$ cat src/rtl/toggle_pulse_gen_if.sv
// Control-side bundle for toggle_pulse_gen: request/config inputs and pulse/status outputs.
// With PHASE_CHECK_EN defined it also carries the TFF feedback (Q_fb) and the sticky Mismatch flag.
interface toggle_pulse_gen_if #(
    parameter int PER_W = 8,
    parameter int CNT_W = 8
);
    logic             Start;
    logic             Stop;
    logic             Mode;
    logic [PER_W-1:0] Period;
    logic [CNT_W-1:0] Burst;
    logic             T;
    logic             Busy;
    logic             Done;
    logic [CNT_W-1:0] Pulses;
    logic             Q_model;
`ifdef PHASE_CHECK_EN
    logic             Q_fb;
    logic             Mismatch;
`endif

    modport master (
        output Start, Stop, Mode, Period, Burst,
`ifdef PHASE_CHECK_EN
        output Q_fb,
        input  Mismatch,
`endif
        input  T, Busy, Done, Pulses, Q_model
    );

    modport slave (
        input  Start, Stop, Mode, Period, Burst,
`ifdef PHASE_CHECK_EN
        input  Q_fb,
        output Mismatch,
`endif
        output T, Busy, Done, Pulses, Q_model
    );
endinterface

$ cat src/rtl/toggle_pulse_gen.sv
// Periodic single-cycle T pulse generator (continuous or counted burst) with a model of the downstream TFF's Q.
// Optional macro PHASE_CHECK_EN adds a sticky Mismatch flag comparing Q_fb against the modelled Q.
module toggle_pulse_gen #(
    parameter int PER_W = 8,
    parameter int CNT_W = 8
) (
    input  logic              Clock,
    input  logic              Reset,
    toggle_pulse_gen_if.slave bus
);
    typedef enum logic [1:0] {IDLE, RUN, DONE} state_t;

    state_t           state_q, state_d;
    logic [PER_W-1:0] cnt_q, cnt_d;
    logic [PER_W-1:0] per_q, per_d;
    logic [CNT_W-1:0] burst_q, burst_d;
    logic             mode_q, mode_d;
    logic             t_q, t_d;
    logic             busy_q, busy_d;
    logic             done_q, done_d;
    logic [CNT_W-1:0] pulses_q, pulses_d;
    logic             qm_q, qm_d;
    logic             accept;
    logic [PER_W-1:0] period_eff;
    logic [CNT_W-1:0] pulses_inc;

    // A zero period behaves as one so T can never stall in RUN.
    assign period_eff = (bus.Period == '0) ? PER_W'(1) : bus.Period;
    assign pulses_inc = pulses_q + 1'b1;

    always_comb begin
        state_d  = state_q;
        cnt_d    = cnt_q;
        per_d    = per_q;
        burst_d  = burst_q;
        mode_d   = mode_q;
        pulses_d = pulses_q;
        t_d      = 1'b0;
        busy_d   = 1'b0;
        done_d   = 1'b0;
        qm_d     = qm_q ^ t_q;
        accept   = 1'b0;
        case (state_q)
            IDLE: begin
                if (bus.Start && !bus.Stop) begin
                    accept   = 1'b1;
                    per_d    = period_eff;
                    burst_d  = bus.Burst;
                    mode_d   = bus.Mode;
                    pulses_d = '0;
                    cnt_d    = period_eff - 1'b1;
                    if (bus.Mode && (bus.Burst == '0)) begin
                        state_d = DONE;
                        done_d  = 1'b1;
                    end else begin
                        state_d = RUN;
                        busy_d  = 1'b1;
                    end
                end
            end
            RUN: begin
                if (bus.Stop) begin
                    state_d = IDLE;
                end else if (cnt_q == '0) begin
                    t_d      = 1'b1;
                    pulses_d = pulses_inc;
                    cnt_d    = per_q - 1'b1;
                    // The edge that issues the final burst pulse also retires the sequence.
                    if (mode_q && (pulses_inc == burst_q)) begin
                        state_d = DONE;
                        done_d  = 1'b1;
                    end else begin
                        busy_d = 1'b1;
                    end
                end else begin
                    cnt_d  = cnt_q - 1'b1;
                    busy_d = 1'b1;
                end
            end
            DONE: begin
                state_d = IDLE;
            end
            default: begin
                state_d = IDLE;
            end
        endcase
    end

    always_ff @(posedge Clock) begin
        if (!Reset) begin
            state_q  <= IDLE;
            cnt_q    <= '0;
            per_q    <= '0;
            burst_q  <= '0;
            mode_q   <= 1'b0;
            t_q      <= 1'b0;
            busy_q   <= 1'b0;
            done_q   <= 1'b0;
            pulses_q <= '0;
            qm_q     <= 1'b0;
        end else begin
            state_q  <= state_d;
            cnt_q    <= cnt_d;
            per_q    <= per_d;
            burst_q  <= burst_d;
            mode_q   <= mode_d;
            t_q      <= t_d;
            busy_q   <= busy_d;
            done_q   <= done_d;
            pulses_q <= pulses_d;
            qm_q     <= qm_d;
        end
    end

    assign bus.T       = t_q;
    assign bus.Busy    = busy_q;
    assign bus.Done    = done_q;
    assign bus.Pulses  = pulses_q;
    assign bus.Q_model = qm_q;

`ifdef PHASE_CHECK_EN
    logic mismatch_q, mismatch_d;

    // Feedback is compared against the Q prediction held during the same cycle.
    always_comb begin
        mismatch_d = mismatch_q | (bus.Q_fb != qm_q);
        if (accept) begin
            mismatch_d = 1'b0;
        end
    end

    always_ff @(posedge Clock) begin
        if (!Reset) begin
            mismatch_q <= 1'b0;
        end else begin
            mismatch_q <= mismatch_d;
        end
    end

    assign bus.Mismatch = mismatch_q;
`endif
endmodule

$ cat src/flat_wrapper.sv
// flat-port wrapper written by rule: the top's interface ports become plain ports
module toggle_pulse_gen_flat 
#(
    parameter int PER_W = 8,
    parameter int CNT_W = 8
)
  (Clock, Reset, bus_Start, bus_Stop, bus_Mode, bus_Period, bus_Burst, bus_T, bus_Busy, bus_Done, bus_Pulses, bus_Q_model);
  toggle_pulse_gen_if #(.PER_W(PER_W), .CNT_W(CNT_W)) bus_i ();
  input  logic Clock;
  input  logic Reset;
  input wire logic [$bits(bus_i.Start)-1:0] bus_Start;
  input wire logic [$bits(bus_i.Stop)-1:0] bus_Stop;
  input wire logic [$bits(bus_i.Mode)-1:0] bus_Mode;
  input wire logic [$bits(bus_i.Period)-1:0] bus_Period;
  input wire logic [$bits(bus_i.Burst)-1:0] bus_Burst;
  output wire logic [$bits(bus_i.T)-1:0] bus_T;
  output wire logic [$bits(bus_i.Busy)-1:0] bus_Busy;
  output wire logic [$bits(bus_i.Done)-1:0] bus_Done;
  output wire logic [$bits(bus_i.Pulses)-1:0] bus_Pulses;
  output wire logic [$bits(bus_i.Q_model)-1:0] bus_Q_model;
  assign bus_i.Start = bus_Start;
  assign bus_i.Stop = bus_Stop;
  assign bus_i.Mode = bus_Mode;
  assign bus_i.Period = bus_Period;
  assign bus_i.Burst = bus_Burst;
  assign bus_T = bus_i.T;
  assign bus_Busy = bus_i.Busy;
  assign bus_Done = bus_i.Done;
  assign bus_Pulses = bus_i.Pulses;
  assign bus_Q_model = bus_i.Q_model;
  toggle_pulse_gen #(.PER_W(PER_W), .CNT_W(CNT_W)) u_core (.Clock(Clock), .Reset(Reset), .bus(bus_i));
endmodule
$ cat config.mk
export PLATFORM = sky130hd
export DESIGN_NAME = toggle_pulse_gen_flat
export DESIGN_NICKNAME = d
export VERILOG_FILES = /design/src/rtl/toggle_pulse_gen_if.sv /design/src/rtl/toggle_pulse_gen.sv /design/src/flat_wrapper.sv
export SDC_FILE = /design/constraint.sdc
export NUM_CORES = 1
export LEC_CHECK = 0
export CAP_MARGIN = 20
export CORE_MARGIN = 3
export CORE_UTILIZATION = 60
export CTS_BUF_LIST = sky130_fd_sc_hd__clkbuf_8
export DETAILED_ROUTE_END_ITERATION = 8
export PLACE_DENSITY_LB_ADDON = 0.3
export SETUP_SLACK_MARGIN = 0.02
export SYNTH_ARGS = -nofsm -noshare
export SYNTH_HDL_FRONTEND = slang
export SYNTH_SLANG_ARGS = --single-unit
$ cat constraint.sdc
create_clock -name Clock -period 5 [get_ports Clock]
set_input_delay 1 -clock Clock [delete_from_list [all_inputs] [get_ports Clock]]
set_output_delay 1 -clock Clock [all_outputs]
set_load 0.005 [all_outputs]
==> impl_metrics.ini <==
[sta]
hold_violations = 0
relSlewSlack_pct = 31.59
setup_viol = 0
fin_skew_ps = 3.491
tns_ps = 0
final_max_slew_viol_count = 0
rsz0062_at_grt = no
final.period_utilization_pct = 62.57
max_freq_mhz = 319.7
fin_hold_ws_ps = 468.2
period_needed_ps = 3128
worst_slew_pin_slew_ps = 1017

[power]
sequentialPowerShare_pct = 49.5
comb_power_share_pct = 16.4
peakVddDrop_uv = 173.9
p_int_uw = 498.3
sw_frac_of_total_pct = 27.17
powerDensity_nw_per_um2 = 275.0
power_switching_uw = 185.8
power_frac_clock_pct = 34.1
p_leak_uw = 0.0009016

[synth]
async_reset_ff_share_pct = 0
yosys.area.top_type_share_pct = 37.08
syn_area_um2 = 2106
ys_types = 44
synth_seq_cells = 39
netlist_instances = 268
synth_area_per_cell_um2 = 7.857
synth_edf_count = 0
synth-main-ff-cell = dfxtp_1
yosysWarnings = 0
synth.yosys.seq_area_share_pct = 37.08
ys_top_cells_by_area = dfxtp_1 (37%), nand2_1 (8.0%), a21oi_1 (7.4%)
synth_top_cell_by_area = dfxtp_1
synth_nets = 291

[clock_tree]
cts.path.max_buffers = 2
cts.repair.resized = 0
cts_num_sinks = 39
path_clk_slew_ps = 70
cts_hold_buf = 0
root_buffer = clkbuf_8
post_cts.repair.setup_buffers = 0
worstSkewPairLatency_ps = 300
cts_buffers = 5
tritoncts = done
cts_max_level = 2

[drt]
drc_errors = 0
via_count = 2011
drtIter0Drc = 166
ant_nets = 0
wl_per_cell_um = 14.55
first_pass_iters = 4
wl_um = 4948
viasPerCell = 5.915

[layout]
drive_above_1_share_pct = 6.419
fillCellCount = 260
fin_nets = 318
final_area_um2 = 2487
finalNonFillerCells = 340
synthToLayoutAreaGrowth_pct = 18.12
layout_commonest_cell = nand2_1
layout_common_cells = nand2_1 (45), dfxtp_1 (39), nor2_1 (35)
diodes = 0

[critical_path]
path_delay_family = compound AO/OA/AOI/OAI gates
crit_start = bus_Stop
slowest_delay_ps = 740
critPathKind = input pin to flop
worstSetupEndpointType = flop
cp.arrival_ps = 3320
crit_chain = clkdlybuf4s50_1 -> nor2_1 -> nand3b_1 -> o21ai_1 -> nor2_1 -> a211oi_1
r2r_slack_ps = 2500
rr_startpoint = u_core.state_q[0]
worst-path-buf-inv = 1
cp_common_cell = nor2_1
critical_path_cell_count = 6
rr_endpoint = u_core.bus.Pulses[2]
critPathMaxFanout = 18
cp.required_ps = 5190
cp-start-kind = input pin
slowest_stage = o21ai_1
worstRegToRegCells = 6
critPathCapture = u_core.cnt_q[1]

[floorplan]
die_w_um = 65.24
num_io_pins = 33
start_util_pct = 65.74
core_um2 = 3203
std_cell_rows = 20
dieHeight_um = 65.24
dieArea_um2 = 4256

[place]
dpl.hpwl_um = 3550
postPlaceCellArea_um2 = 2387
numPlacedInstances = 332
gp_congestion = 0.8842
portBuffers = 32

[grt]
grt_max_degree = 32
grt_antenna_before_repair = 0
grt.total_usage_pct = 25.56
globalRoute.totalOverflow = 0
grt_pass1_wl_um = 8480
grt_pass1_vias = 1900

[min_path]
min_path_type = flop to flop

[job]
maxCapViolCount = 0

[outcome]
status = finished, final reports clean
==> area by class of cell <==
cell class,count,area (um2),share of cell area [%]
clock inverters,1,3.754,0.1509
inverters,5,18.77,0.7545
clock buffers,7,96.34,3.873
repair buffers,33,327.8,13.18
flip-flops and latches,39,780.7,31.39
multi-input cells,211,1205,48.44
well taps,44,55.05,2.213
==> worst min path at each step <==
stage	start	to	slack [ps]	cells after the start
final	u_core.per_q[6]	u_core.per_q[6]	470	2
after global routing	u_core.burst_q[7]	u_core.burst_q[7]	490	2
after detailed placement	u_core.mode_q	u_core.mode_q	450	2
after floorplan	u_core.per_q[6]	u_core.per_q[6]	440	2
after global placement	u_core.mode_q	u_core.mode_q	440	2
after CTS	u_core.mode_q	u_core.mode_q	460	2
==> sequential cells by signal, summed over array words and instances (netlist names), 2 cells and up <==
name,count
u_core.burst_q,8
u_core.bus.Pulses,8
u_core.cnt_q,8
u_core.per_q,8
u_core.state_q,2
==> per-stage QoR <==
step                      utilization, %  power (uW)  worst slack (ps)
after global routing               77.66       709.2              1584
after detailed placement           74.53       455.5              1615
final                              77.66       684.1              1872
after global placement             74.53       451.7              1731
after CTS                          77.66       684.6              1916
after floorplan                        -       415.6              2676
==> synthesized netlist by cell type, types with 3 or more instances <==
cell	count
xor2_1	4
clkbuf_1	10
nor3_1	5
a21oi_1	31
a211oi_1	4
a31oi_1	6
nor2_1	35
and3_2	3
dfxtp_1	39
nand2_1	45
xnor2_1	11
nand3_1	7
nand3b_1	3
mux2i_1	4
inv_1	5
o21ai_0	16
==> power by group through the flow <==
stage	combinational [uW]	sequential, uW	clock (uW)
after global placement	107	345	0
final	112	339	233
after CTS	111	338	236
after global routing	124	341	244
after floorplan	73.8	342	0
after detailed placement	110	345	0
==> kinds of logic (layout without fill, tap and decap cells) <==
group	after synthesis	count (layout)	synth area share (%)
AO/OA/AOI/OAI	71	71	19.55
AND/OR/NAND/NOR	117	117	26.98
buffers and inverters	18	46	6.001
XOR/XNOR	15	15	6.239
flip-flops	39	39	37.08
adder cells (fa/ha/maj)	2	2	1.188
multiplexers	6	6	2.971
==> worst min-delay path, cell delays in order, from the launching register on <==
cell and delay, ps:
dfxtp_1 320, nand2_1 50, a21oi_1 50
==> routing by layer <==
layer / up-vias / track usage, % / share of wire (%)
li1: 993 / - / -
met5: - / 0 / 0
met4: 0 / 8.808 / 0.89
met2: 87 / 41.47 / 46
met1: 924 / 32.69 / 43
met3: 7 / 6.838 / 9.7
No activity file was read; power rests on OpenSTA's default activity.
